<file path="config.mk">
export PLATFORM = sky130hd
export DESIGN_NAME = c17_key_loader
export DESIGN_NICKNAME = d
export VERILOG_FILES = /design/src/rtl/c17_key_loader.sv
export SDC_FILE = /design/constraint.sdc
export NUM_CORES = 1
export LEC_CHECK = 0
export CORE_AREA = 3 3 40 42
export CTS_BUF_LIST = sky130_fd_sc_hd__clkbuf_4 sky130_fd_sc_hd__clkbuf_8
export DETAILED_ROUTE_END_ITERATION = 7
export DIE_AREA = 0 0 43 45
export RECOVER_POWER = 50
export SYNTH_ARGS = -nofsm -noshare
export SYNTH_HDL_FRONTEND = slang
export SYNTH_SLANG_ARGS = --single-unit
</file>
<file path="constraint.sdc">
create_clock -name CK -period 1.2 [get_ports CK]
set_input_delay 0.36 -clock CK [delete_from_list [all_inputs] [get_ports CK]]
set_output_delay 0.36 -clock CK [all_outputs]
set_load 0.01 [all_outputs]
</file>
<file path="src/rtl/c17_key_loader.sv">
// Serial key loader for the key-locked c17 netlist: shifts a key in MSB first and applies it atomically to D.
// Optional macro KEY_ALLOW_CHECK_EN enables the allowed-key check, failure counter and LOCKOUT state.
module c17_key_loader #(
   parameter int unsigned KEY_W   = 2,
   parameter int unsigned MAX_ERR = 3
) (
   input  logic             CK,
   input  logic             RST,
   input  logic             KEY_START,
   input  logic             KEY_VLD,
   input  logic             KEY_SI,
   output logic             KEY_RDY,
   output logic [KEY_W-1:0] D,
   output logic             KEY_OK,
   output logic             KEY_ERR,
   output logic [3:0]       ERR_CNT,
   output logic             LOCKOUT
);

   localparam int unsigned CNT_W = $clog2(KEY_W + 1);

`ifdef KEY_ALLOW_CHECK_EN
   typedef enum logic [1:0] {S_IDLE, S_SHIFT, S_CHECK, S_LOCK} state_e;
`else
   typedef enum logic [1:0] {S_IDLE, S_SHIFT, S_CHECK} state_e;
`endif

   state_e             state_q, state_d;
   logic [CNT_W-1:0]   cnt_q, cnt_d;
   logic [KEY_W-1:0]   shadow_q, shadow_d;
   logic [KEY_W-1:0]   d_q, d_d;
   logic               ok_q, ok_d;
   logic               rdy_q, rdy_d;

`ifdef KEY_ALLOW_CHECK_EN
   logic               err_q, err_d;
   logic [3:0]         errcnt_q, errcnt_d;
   logic               lock_q, lock_d;
   logic               allowed;

   assign allowed = (shadow_q == '0) || (shadow_q == '1);
`endif

   always_comb begin
      state_d  = state_q;
      cnt_d    = cnt_q;
      shadow_d = shadow_q;
      d_d      = d_q;
      ok_d     = 1'b0;
`ifdef KEY_ALLOW_CHECK_EN
      err_d    = 1'b0;
      errcnt_d = errcnt_q;
`endif
      case (state_q)
         S_IDLE: begin
            if (KEY_START) begin
               state_d  = S_SHIFT;
               cnt_d    = '0;
               shadow_d = '0;
            end
         end
         S_SHIFT: begin
            // Restart wins over a valid bit in the same cycle; that bit is dropped.
            if (KEY_START) begin
               cnt_d    = '0;
               shadow_d = '0;
            end else if (KEY_VLD) begin
               shadow_d = {shadow_q[KEY_W-2:0], KEY_SI};
               cnt_d    = cnt_q + CNT_W'(1);
               if (cnt_d == CNT_W'(KEY_W)) begin
                  state_d = S_CHECK;
               end
            end
         end
         S_CHECK: begin
`ifdef KEY_ALLOW_CHECK_EN
            if (allowed) begin
               d_d     = shadow_q;
               ok_d    = 1'b1;
               state_d = S_IDLE;
            end else begin
               err_d = 1'b1;
               if (errcnt_q != 4'hF) begin
                  errcnt_d = errcnt_q + 4'd1;
               end
               state_d = (errcnt_d >= 4'(MAX_ERR)) ? S_LOCK : S_IDLE;
            end
`else
            d_d     = shadow_q;
            ok_d    = 1'b1;
            state_d = S_IDLE;
`endif
         end
`ifdef KEY_ALLOW_CHECK_EN
         S_LOCK: begin
            state_d = S_LOCK;
         end
`endif
         default: begin
            state_d = S_IDLE;
         end
      endcase

      // Ready is held low for the pulse cycle that follows CHECK, then reflects IDLE.
      rdy_d = (state_d == S_IDLE) && (state_q != S_CHECK);
`ifdef KEY_ALLOW_CHECK_EN
      lock_d = (state_d == S_LOCK);
`endif
   end

   always_ff @(posedge CK or posedge RST) begin
      if (RST) begin
         state_q  <= S_IDLE;
         cnt_q    <= '0;
         shadow_q <= '0;
         d_q      <= '0;
         ok_q     <= 1'b0;
         rdy_q    <= 1'b1;
      end else begin
         state_q  <= state_d;
         cnt_q    <= cnt_d;
         shadow_q <= shadow_d;
         d_q      <= d_d;
         ok_q     <= ok_d;
         rdy_q    <= rdy_d;
      end
   end

`ifdef KEY_ALLOW_CHECK_EN
   always_ff @(posedge CK or posedge RST) begin
      if (RST) begin
         err_q    <= 1'b0;
         errcnt_q <= '0;
         lock_q   <= 1'b0;
      end else begin
         err_q    <= err_d;
         errcnt_q <= errcnt_d;
         lock_q   <= lock_d;
      end
   end

   assign KEY_ERR = err_q;
   assign ERR_CNT = errcnt_q;
   assign LOCKOUT = lock_q;
`else
   assign KEY_ERR = 1'b0;
   assign ERR_CNT = '0;
   assign LOCKOUT = 1'b0;
`endif

   assign KEY_RDY = rdy_q;
   assign D       = d_q;
   assign KEY_OK  = ok_q;

endmodule

</file>
[Yosys cells after proc, flatten, opt, wreduce, memory -nomap -nowiden]
Index checks and enable logic that the tools add are counted.
Cells by class
  muxes and demuxes: 13
  equality and inequality tests: 6
  $add $sub $neg: 1
  reductions and logical operators: 5
Operators by type and width (number)
  $mux W2: 9
  $pmux W2 S2: 3
  $eq A2 B2 Y1 const B: 2
  $logic_not A2 Y1: 2
  $ne A2 B2 Y1 const B: 2
  $ne A3 B3 Y1 const B: 1
  $reduce_and A3 Y1: 1
  $add A2 B1 Y2 const B: 1
  $eq A2 B1 Y1 const B: 1
  $reduce_bool A2 Y1: 1
  $logic_and A1 B1 Y1: 1
  $mux W1: 1
Word-level totals
  logic and storage cells: 31
  register bits: 10

[Longest topological paths before layout]
Gate-level depths: netlist of run 1.
  depth in word-level cells: 8
  gate-level depth with buffers: 5
  depth with buffers taken out: 5

[Least setup slack after synthesis of run 1]
Ideal clock, no wire load.
  kind: register to register
  from: register state_q[1]
  to: register cnt_q[0]
  data required time: 1.075 ns
  data arrival time: 0.931 ns
  cell stages (with the launch flop): 3
  path slack: 0.144 ns
  cell sequence: dfrtp_1 > or2_4 > mux2_4
Between the ends
  longest elaborated chain between the ends: 3
RTL lines
  from (decl): RTL line 28  | state_e state_q, state_d;
  from (signal assigned): RTL line 120  | state_q <= state_d;
  $eq A2 B1 Y1 / $logic_not A2 Y1 (equally long branches): RTL line 54  | case (state_q)
  $ne A3 B3 Y1 (no line), or another cell as far along
  $reduce_and A3 Y1 (no line)
  to (signal assigned): RTL line 121  | cnt_q <= cnt_d;
  to (decl): RTL line 29  | logic [CNT_W-1:0] cnt_q, cnt_d;
Several ways; a longest one is shown, not always the timed one.
A chain may end at the register's enable or synchronous reset.

[Worst setup path after layout of run 1]
  from: register rdy_q (netlist: KEY_RDY)
  to: output KEY_RDY
RTL lines
  from (decl): RTL line 33  | logic rdy_q, rdy_d;
  from (signal assigned): RTL line 125  | rdy_q <= rdy_d;
  to (decl): RTL line 12  | output logic KEY_RDY,
No word-level cell between the ends.

==> summary.txt, run 1 <==
Power
  – Leakage: 0.314 nW
  – IR Drop Worst-Case VDD: 551 uV
  – P per Cell Area: 1460 nW/um^2

Place
  – Placed instance area: 558 sq um
  – Placed instance count: 64
  – Place WS: -0.346 ns
  – Post-DP HPWL: 613 um
  – Gp weighted congestion: 0.658
  – IO Port Bufs: 8

Synth
  – Netlist Area Pre-Place: 463 sq um
  – Post-synthesis register bit count: 10
  – Warnings from Yosys: 0
  – Mean Syn Cell Area: 11.9 sq um
  – Cell count after synthesis: 39
  – Synth cell types: 19
  – Seq/Total Area, Yosys: 0.543

Die
  – Initial core utilization: 0.360
  – Core area: 1280 sq um
  – Die Y: 45 um
  – Row Count: 13
  – Die area: 1940 sq um
  – Die Width: 43 um
  – # IOs: 15

Clock tree
  – H-tree Lvls: 1
  – CTS Sinks: 10
  – Clock root buffer: clkbuf_4
  – Worst-path clk slew: 0.06 ns
  – CTS tree: yes
  – CTS Buf Count: 3
  – Setup bufs post-CTS: 0
  – Worst-Skew Late Latency: 0.27 ns
  – Maximum clock path buffer count: 2

STA
  – Tcrit/Tclk final: 1.03
  – Unrepaired setup endpoints after global routing: true
  – Final TNS setup: -0.0363 ns
  – Setup violators final: 1
  – Min setup slack post-route: -0.0363 ns
  – Clock skew: 0.00716 ns
  – Number of hold violations in the final report: 0
  – Pins over their slew limit: 0
  – Post-layout min period: 1.24 ns
  – Fmax: 809 MHz

GRT
  – Pin count of the biggest net entering global routing: 8
  – Vias in the first global route: 300
  – GRT overflow: 0
  – Initial antenna violation count: 0
  – Gr usage total: 0.0973
  – First-pass GRT wire length: 1260 um

Worst setup path
  – Max Fanout on Critical Path: 1
  – Crit path buffers/inverters: 1
  – WP data arrival: 0.88 ns
  – CP startpoint kind: register
  – CP delay by family, top: flip-flops
  – CP Capture Type: primary output
  – Crit-path max cell delay: 0.52 ns
  – Critical path depth in cells: 1
  – CP required: 0.84 ns
  – Crit path cell chain: buf_6
  – Critical path class: reg -> out
  – Slowest stage cell on the critical path: dfstp_2
  – R2R depth: 3

Cells and area
  – Commonest non-fill, non-tap cell in the layout: dfrtp_1
  – Fill count: 129
  – Most frequent cells in the layout: dfrtp_1 (9), conb_1 (6), inv_1 (4), clkbuf_4 (3), buf_2 (3)
  – Antenna cells: 0
  – Final non-filler cell area: 581 sq um
  – Synth-to-layout area growth: 25.4%
  – Area of the multi-input gates: 176 sq um
  – Share of layout cells above drive strength 1: 0.340
  – Nets@finish: 60
  – Reg area: 251 sq um
  – Final cell count without fillers: 68
  – Post-Route Utilization: 0.452

Route
  – Via density: 4.28
  – DRC: 0
  – Routed wire per std cell: 11.4 um
  – Drt pass-1 iters: 2
  – 1st-iter DRT viols: 3
  – Vias: 291
  – Routed Antenna Nets: 0
  – Total wire length: 772 um

Status
  – Status: complete, but fails checks
  – Failing checks: setup timing

Min path
  – Worst hold path type: in -> async

Run
  – Max-Cap Viols: 0
==> timing repair <==
item | 4_1_cts | 5_1_grt
hold endpoints to repair | 0 | 0
hold buffers | 0 | 0
pin swaps | 1 | 0
resized for setup | 20 | 0
cloned | 0 | 0
endpoints found under the setup margin | 9 | 1
==> flip-flops by register name, summed over array words and instances, names as in the netlist <==
register / cells
D: 2
KEY_OK: 1
KEY_RDY: 1
cnt_q: 2
shadow_q: 2
state_q: 2
==> routing by layer <==
| layer | GRT usage | vias to the layer above | routed length, um |
|---|---|---|---|
| met3 | 0.0518 | 2 | 65 |
| met2 | 0.144 | 11 | 364 |
| met4 | 0.0723 | 0 | 15 |
| met1 | 0.106 | 134 | 327 |
| met5 | 0 | - | 0 |
| li1 | - | 144 | - |
==> per-stage QoR <==
step           hold WS (ns)  power, W
6_report              0.411  0.000849
5_1_grt               0.424  0.000903
4_1_cts               0.282  0.000860
3_5_place_dp          0.487  0.000557
3_3_place_gp          0.476  0.000552
2_1_floorplan         0.199  0.000506
==> area by class of cell <==
class                   instances  share of cell area
multi-input cells              24               0.304
well taps                      15              0.0323
inverters                       4              0.0259
flip-flops and latches         10               0.433
repair buffers                 11               0.142
clock buffers                   4              0.0625
==> synthesized netlist by cell type (all sizes together) <==
cell type | count | area [sq um]
dfrtp | 9 | 225
or2 | 1 | 8.76
a21oi | 2 | 10.0
dfstp | 1 | 26.3
a21o | 1 | 8.76
ha | 1 | 12.5
inv | 4 | 15.0
nor3 | 2 | 15.0
and2 | 1 | 6.26
nand2 | 2 | 7.51
buf | 6 | 45.0
conb | 1 | 3.75
a22o | 3 | 28.8
nor2 | 1 | 3.75
nand2b | 1 | 8.76
mux2 | 3 | 37.5
==> cell families after synthesis <==
kind of cell / after synthesis / share of synthesized area
compound gates: 6 / 0.103
fa+ha+maj: 1 / 0.0270
buf+inv: 10 / 0.130
flops: 10 / 0.543
mux: 3 / 0.0811
other cells: 1 / 0.00810
simple gates: 8 / 0.108
==> worst paths after layout <==
check | start | to | slack, ns
max in group asynchronous | RST | D[1]$_DFFE_PP0P_ | 0.25
worst max register to register | state_q[0]$_DFF_PP0_ | cnt_q[0]$_DFFE_PP0P_ | 0.05
min in group CK | shadow_q[1]$_DFFE_PP0P_ | shadow_q[1]$_DFFE_PP0P_ | 0.51
worst max-delay path | KEY_RDY$_DFF_PP1_ | KEY_RDY | -0.04
worst min-delay path | RST | state_q[1]$_DFF_PP0_ | 0.41
worst min register to register | shadow_q[1]$_DFFE_PP0P_ | shadow_q[1]$_DFFE_PP0P_ | 0.51
==> power by group <==
part           internal [W]  total [W]  leakage (nW)  switching, W
Combinational     0.0000767   0.000143         0.164     0.0000667
Clock              0.000184   0.000302        0.0210      0.000118
Sequential         0.000374   0.000403         0.129     0.0000287
Total              0.000635   0.000849         0.314      0.000213
No activity file was read; power rests on OpenSTA's default activity.
==> run 2: changes to the inputs <==
--- a/config.mk
+++ b/config.mk
@@ -9,6 +9,7 @@
 export CTS_BUF_LIST = sky130_fd_sc_hd__clkbuf_4 sky130_fd_sc_hd__clkbuf_8
 export DETAILED_ROUTE_END_ITERATION = 7
 export DIE_AREA = 0 0 43 45
+export MAX_ROUTING_LAYER = met4
 export RECOVER_POWER = 50
 export SYNTH_ARGS = -nofsm -noshare
 export SYNTH_HDL_FRONTEND = slang
==> results of run 2 <==
No change in the layout: final DEF, timing and power equal those of run 1.
Main changes from that run: final weighted congestion in routability-driven placement 0.658 -> 0.664; overall routing resource usage 0.0973 -> 0.100
